File: config.mk
export PLATFORM = sky130hd
export DESIGN_NAME = key_event_ctrl
export DESIGN_NICKNAME = d
export VERILOG_FILES = /design/src/rtl/key_pkg.sv /design/src/rtl/key_fifo.sv /design/src/rtl/key_event_ctrl.sv
export SDC_FILE = /design/constraint.sdc
export NUM_CORES = 1
export LEC_CHECK = 0
export CAP_MARGIN = 20
export CORE_UTILIZATION = 47
export DETAILED_ROUTE_END_ITERATION = 7
export PLACE_DENSITY_LB_ADDON = 0.2
export SLEW_MARGIN = 30
export SYNTH_ARGS = -nofsm -noshare
export SYNTH_HDL_FRONTEND = slang
export SYNTH_SLANG_ARGS = --single-unit
File: constraint.sdc
create_clock -name clock -period 3.4 [get_ports clock]
set_input_delay 0.68 -clock clock [delete_from_list [all_inputs] [get_ports clock]]
set_output_delay 0.68 -clock clock [all_outputs]
set_load 0.03 [all_outputs]
File: src/rtl/key_pkg.sv
// Shared definitions for the PS/2 key event path.
//  - scan-code constants for the prefix bytes and the four arrow keys
//  - decoder state encoding
//  - bit positions of the arrow keys inside the held vector {up,left,down,right}
//  - arrow_mask(): one-hot held mask for an extended arrow code, 0 otherwise
package key_pkg;

    localparam logic [7:0] SC_EXT   = 8'hE0;
    localparam logic [7:0] SC_BRK   = 8'hF0;
    localparam logic [7:0] SC_PAUSE = 8'hE1;
    localparam logic [7:0] SC_UP    = 8'h75;
    localparam logic [7:0] SC_LEFT  = 8'h6B;
    localparam logic [7:0] SC_DOWN  = 8'h72;
    localparam logic [7:0] SC_RIGHT = 8'h74;

    // Bytes following E1 that belong to the Pause sequence.
    localparam logic [2:0] PAUSE_TAIL = 3'd7;

    localparam int unsigned HELD_UP    = 3;
    localparam int unsigned HELD_LEFT  = 2;
    localparam int unsigned HELD_DOWN  = 1;
    localparam int unsigned HELD_RIGHT = 0;

    typedef enum logic [2:0] {
        ST_IDLE,
        ST_EXT,
        ST_BRK,
        ST_EXTBRK,
        ST_PAUSE
    } dec_state_t;

    function automatic logic [3:0] arrow_mask(input logic ext, input logic [7:0] code);
        logic [3:0] m;
        m = '0;
        if (ext) begin
            case (code)
                SC_UP:    m[HELD_UP]    = 1'b1;
                SC_LEFT:  m[HELD_LEFT]  = 1'b1;
                SC_DOWN:  m[HELD_DOWN]  = 1'b1;
                SC_RIGHT: m[HELD_RIGHT] = 1'b1;
                default:  m = '0;
            endcase
        end
        return m;
    endfunction

endpackage

File: src/rtl/key_fifo.sv
// Synchronous first-word-fall-through FIFO.
// Ports:
//  clock, reset  : clock, synchronous active-high reset
//  push          : write push_data (accepted when not full, or when full and popping)
//  push_data     : entry to write
//  pop           : remove head entry (ignored when empty)
//  head          : current head entry (0 when empty)
//  empty, full   : occupancy flags
//  fill          : occupancy 0..DEPTH
module key_fifo #(
    parameter int unsigned DEPTH = 8,
    parameter int unsigned AW    = 3,
    parameter int unsigned WIDTH = 9
) (
    input  logic             clock,
    input  logic             reset,
    input  logic             push,
    input  logic [WIDTH-1:0] push_data,
    input  logic             pop,
    output logic [WIDTH-1:0] head,
    output logic             empty,
    output logic             full,
    output logic [AW:0]      fill
);

    logic [WIDTH-1:0] mem [DEPTH];
    logic [AW-1:0]    wptr;
    logic [AW-1:0]    rptr;
    logic             do_pop;
    logic             do_push;

    assign empty   = (fill == '0);
    assign full    = (fill == (AW+1)'(DEPTH));
    assign do_pop  = pop && !empty;
    // When full, a write is only possible if the head leaves in the same cycle;
    // the slot being written is then the one being vacated.
    assign do_push = push && (!full || do_pop);
    assign head    = empty ? '0 : mem[rptr];

    always_ff @(posedge clock) begin
        if (do_push) begin
            mem[wptr] <= push_data;
        end
    end

    always_ff @(posedge clock) begin
        if (reset) begin
            wptr <= '0;
            rptr <= '0;
            fill <= '0;
        end else begin
            if (do_push) wptr <= wptr + 1'b1;
            if (do_pop)  rptr <= rptr + 1'b1;
            case ({do_push, do_pop})
                2'b10:   fill <= fill + 1'b1;
                2'b01:   fill <= fill - 1'b1;
                default: fill <= fill;
            endcase
        end
    end

endmodule

File: src/rtl/key_event_ctrl.sv
// PS/2 scan-code decoder: turns raw byte strobes into make/break events,
// filters typematic repeats, queues make events in a FWFT FIFO and tracks
// the held state of the four extended arrow keys.
// Ports:
//  clock, reset     : clock, synchronous active-high reset
//  ps2_key_pressed  : one-cycle strobe, new byte on ps2_key_data
//  ps2_key_data     : received scan-code byte
//  key_ack          : pop head entry (honoured only while key_valid)
//  ovf_clr          : clear sticky overflow
//  key_valid        : FIFO non-empty, head presented on key_code/key_ext
//  key_code         : head make code (prefix stripped)
//  key_ext          : head entry was E0-extended
//  held             : {up,left,down,right} currently held
//  overflow         : sticky, a make event was dropped on a full FIFO
//  fill             : FIFO occupancy 0..DEPTH
module key_event_ctrl
    import key_pkg::*;
#(
    parameter int unsigned DEPTH = 8,
    parameter int unsigned AW    = 3
) (
    input  logic          clock,
    input  logic          reset,
    input  logic          ps2_key_pressed,
    input  logic [7:0]    ps2_key_data,
    input  logic          key_ack,
    input  logic          ovf_clr,
    output logic          key_valid,
    output logic [7:0]    key_code,
    output logic          key_ext,
    output logic [3:0]    held,
    output logic          overflow,
    output logic [AW:0]   fill
);

    dec_state_t state, state_next;
    logic [2:0] pause_cnt, pause_cnt_next;

    logic       make_ev;
    logic       brk_ev;
    logic       ev_ext;
    logic [8:0] ev_key;

    logic [8:0] last_make;
    logic       last_valid;
    logic       is_repeat;
    logic       push;
    logic       pop;
    logic [8:0] head;
    logic       empty;
    logic       full;
    logic [3:0] ev_mask;

    // Decoder next-state and event generation.
    always_comb begin
        state_next     = state;
        pause_cnt_next = pause_cnt;
        make_ev        = 1'b0;
        brk_ev         = 1'b0;
        ev_ext         = 1'b0;
        if (ps2_key_pressed) begin
            case (state)
                ST_IDLE: begin
                    if (ps2_key_data == SC_EXT) begin
                        state_next = ST_EXT;
                    end else if (ps2_key_data == SC_BRK) begin
                        state_next = ST_BRK;
                    end else if (ps2_key_data == SC_PAUSE) begin
                        state_next     = ST_PAUSE;
                        pause_cnt_next = PAUSE_TAIL;
                    end else begin
                        make_ev = 1'b1;
                    end
                end
                ST_EXT: begin
                    if (ps2_key_data == SC_BRK) begin
                        state_next = ST_EXTBRK;
                    end else if (ps2_key_data == SC_EXT || ps2_key_data == SC_PAUSE) begin
                        state_next = ST_EXT;
                    end else begin
                        make_ev    = 1'b1;
                        ev_ext     = 1'b1;
                        state_next = ST_IDLE;
                    end
                end
                ST_BRK: begin
                    brk_ev     = 1'b1;
                    state_next = ST_IDLE;
                end
                ST_EXTBRK: begin
                    brk_ev     = 1'b1;
                    ev_ext     = 1'b1;
                    state_next = ST_IDLE;
                end
                ST_PAUSE: begin
                    pause_cnt_next = pause_cnt - 1'b1;
                    if (pause_cnt == 3'd1) state_next = ST_IDLE;
                end
                default: state_next = ST_IDLE;
            endcase
        end
    end

    always_ff @(posedge clock) begin
        if (reset) begin
            state     <= ST_IDLE;
            pause_cnt <= '0;
        end else begin
            state     <= state_next;
            pause_cnt <= pause_cnt_next;
        end
    end

    assign ev_key    = {ev_ext, ps2_key_data};
    assign ev_mask   = arrow_mask(ev_ext, ps2_key_data);
    assign is_repeat = last_valid && (last_make == ev_key);
    assign push      = make_ev && !is_repeat;
    assign pop       = key_ack && !empty;

    // Repeat filter, held flags and sticky overflow.
    always_ff @(posedge clock) begin
        if (reset) begin
            last_make  <= '0;
            last_valid <= 1'b0;
            held       <= '0;
            overflow   <= 1'b0;
        end else begin
            if (push) begin
                last_make  <= ev_key;
                last_valid <= 1'b1;
            end else if (brk_ev && is_repeat) begin
                last_valid <= 1'b0;
            end

            if (make_ev)     held <= held | ev_mask;
            else if (brk_ev) held <= held & ~ev_mask;

            if (push && full && !pop) overflow <= 1'b1;
            else if (ovf_clr)         overflow <= 1'b0;
        end
    end

    key_fifo #(
        .DEPTH (DEPTH),
        .AW    (AW),
        .WIDTH (9)
    ) u_fifo (
        .clock     (clock),
        .reset     (reset),
        .push      (push),
        .push_data (ev_key),
        .pop       (key_ack),
        .head      (head),
        .empty     (empty),
        .full      (full),
        .fill      (fill)
    );

    assign key_valid = !empty;
    assign key_code  = head[7:0];
    assign key_ext   = head[8];

endmodule
==> impl_metrics.tcl <==
set metrics [dict create \
    status "complete, no violations" \
    dieArea_um2 10600 \
    syn_to_final_growth_pct 17.9 \
    clock_sinks 106 \
    routedWlPerCell_um 17.9 \
    hold_viol 0 \
    gp_congestion 0.868 \
    power_leakage_nw 1.89 \
    cp-start-kind "input pin" \
    internal_power_mw 2.29 \
    drc 0 \
    clock-root-buffer "clkbuf_8" \
    grt_max_degree 45 \
    yosys-top-cells-area "edfxtp_1 (45%), dfxtp_1 (14%), mux4_2 (8.5%)" \
    synthTopCellsByCount "edfxtp_1 (72), dfxtp_1 (34), nor2_1 (27)" \
    worstSkewPairLatency_ns 0.37 \
    die_w_um 103 \
    row_count 36 \
    initial_utilization_pct 48.6 \
    fin_nets 411 \
    synth_most_common_cell "edfxtp_1" \
    p_sw_mw 1.14 \
    cts_setup_buffers 0 \
    layout-drive-gt1-share_pct 22.7 \
    critPathArrivalTime_ns 3.49 \
    fp.dieH_um 103 \
    vias 2877 \
    critPathMaxFanout 5 \
    setup_violations 0 \
    cts_tree "built" \
    wirelength_mm 9.49 \
    cp-end-kind "register" \
    power.share.clock_pct 22.1 \
    core_area_um2 9820 \
    hp-class "register to register" \
    numCtsBuffers 9 \
    reg2reg_to "u_fifo.fill[2]" \
    ant_nets 0 \
    synth.distinct_cells 58 \
    ir_drop_uv 421 \
    drtIter0Drc 139 \
    grt_usage_pct 19.6 \
    worst-r2r-setup-slack_ns 0.69 \
    synth_ff_type "edfxtp_1" \
    timing.rr.start "state[2]" \
    io_pins 32 \
    max_freq_mhz 314 \
    synth_area_per_cell_um2 14.2 \
    drt_pass1_iterations 4 \
    grt_antenna_before_repair 0 \
    fin_util_pct 57.3 \
    drv_cap 0 \
    synth-edff-count 72 \
    holdBufCountCts 0 \
    reg2regPathDepth 12 \
    grt_pass1_vias 2823 \
    synth-compound-area-share_pct 4.67 \
    rsz0062_at_grt "no" \
    slew_headroom_pct 58.3 \
    syn_nets 356 \
    htreeDepth 3 \
    syn_inst 336 \
    slew_viol_final 0 \
    fin_skew_ns 0.0123 \
    cts_resized 0 \
    yosys.area.top_type_share_pct 45.3 \
    power_density_nw_per_um2 610 \
    synth_warnings 0 \
    path_class "input pin to register" \
    power_mw 3.43 \
    synth_top_family_by_area "simple AND/OR/NAND/NOR gates" \
    sw_frac_of_total_pct 33.3 \
    synth-async-reset-ratio_pct 0 \
    synth_xor_xnor_area_share_pct 2.75 \
    crit_required_ns 3.70 \
    combPwrFrac_pct 33.4 \
    synth_mux_area_share_pct 14.0 \
    grt_pass1_wl_mm 14.9 \
    synth-seq-area-share_pct 59.6 \
    grt_overflow_total 0 \
    yosys.area.top_type "edfxtp_1" \
    antenna_cells 0 \
    io_buffers 31 \
    synth_area_um2 4770 \
    seq_power_share_pct 44.5 \
    worstSetupStartpoint "ps2_key_data[7]" \
    synth_fa_ha_area_share_pct 1.84 \
    synthSimpleGateAreaFrac_pct 15.0 \
    tightest_slew_ns 0.625 \
    clkTransAtPathRegs_ns 0.10 \
    dp_hpwl_mm 6.60 \
    layout_min_cycle_time_ns 3.19 \
    setup.worst_path.end "u_fifo.fill[2]" \
    fin_crit_sh_pct 93.7 \
    cts_max_path_buffers 2 \
    vias_per_cell 5.44 \
    ys_ff_latch 106 \
]
## power groups by stage
stage	clock, mW	sequential (mW)	combinational, mW
after floorplan	0	1.56	0.747
after global placement	0	1.55	1.15
after detailed placement	0	1.56	1.17
after CTS	0.779	1.53	1.17
after global routing	0.827	1.54	1.24
final	0.758	1.53	1.15
## how the worst min path moves through the flow
stage,startpoint,to,slack (ns),depth (start not counted)
6_report,last_make[6],last_make[6],0.49,2
4_1_cts,last_make[6],last_make[6],0.49,2
3_3_place_gp,pause_cnt[1],pause_cnt[1],0.45,1
5_1_grt,last_make[7],last_make[7],0.51,2
2_1_floorplan,pause_cnt[1],pause_cnt[1],0.44,1
3_5_place_dp,last_make[6],last_make[6],0.47,2
## cell families after synthesis
| group | count (synthesis) |
|---|---|
| adders and majority gates | 7 |
| xor gates and xnor gates | 15 |
| AOI/OAI and AO/OA | 30 |
| buffers and inverters | 24 |
| DFF | 106 |
| muxes | 44 |
| and+or+nand+nor | 110 |
## critical path, cell delays in order
cell	delay, ns
clkdlybuf4s50_1	0.49
xor2_1	0.20
nor4_2	0.36
nor4b_4	0.33
nor2_4	0.07
inv_1	0.08
ha_1	0.25
xor2_1	0.18
ha_1	0.17
a21oi_1	0.05
xor2_1	0.17
or3_1	0.31
a21oi_1	0.14
## registers in the layout, indices dropped and copies added, names as in the netlist, named ones only
register and flops:
u_fifo.wptr 3, pause_cnt 3, u_fifo.rptr 3, last_make 9, overflow 1, last_valid 1, state 3, u_fifo.fill 4
u_fifo.mem 72
## metrics by stage
step	hold WS [ns]	area [um^2]	worst slack, ns	setup TNS [ns]	cells
final	0.493	5630	0.213	0	529
after global routing	0.515	5630	0.0404	0	529
after CTS	0.494	5630	0.189	0	529
after detailed placement	0.474	5430	-0.168	-0.256	513
after global placement	0.450	5430	-0.0981	-0.150	513
after floorplan	0.440	4770	0.266	0	336
## metal layers
metal	vias up	wire length, um	track usage, %	share of wire [%]
li1	1375	-	-	-
met1	1419	4020	25.5	42
met2	70	4830	33.4	51
met3	13	484	3.05	5.1
met4	0	163	7.04	1.7
met5	-	0	0	0
## placed cells by master, fill, tap and decap left out, types with 5 or more instances in the layout
| cell type | count |
|---|---|
| nor2_1 | 27 |
| a21oi_1 | 9 |
| ha_1 | 7 |
| inv_1 | 5 |
| nand2_1 | 10 |
| xor2_1 | 8 |
| nand3_1 | 5 |
| nor2b_1 | 5 |
| o21ai_0 | 5 |
| nor3_1 | 5 |
| clkdlybuf4s50_1 | 31 |
| edfxtp_1 | 72 |
| mux4_2 | 18 |
| clkbuf_8 | 10 |
| dfxtp_1 | 34 |
| xnor2_1 | 7 |
| mux2i_1 | 24 |
| buf_4 | 31 |
| nand2b_1 | 16 |
| nand3b_1 | 5 |
## area by class of cell
type | instances | area (um^2)
Multi-Input combinational cell | 206 | 1850
Inverter | 6 | 22.5
Sequential cell | 106 | 2840
Timing Repair Buffer | 62 | 543
Clock buffer | 10 | 138
Tap cell | 133 | 166
Fill cell | 848 | 4190
Clock inverter | 6 | 61.3
Note: power is estimated with default switching activity, not from simulation.
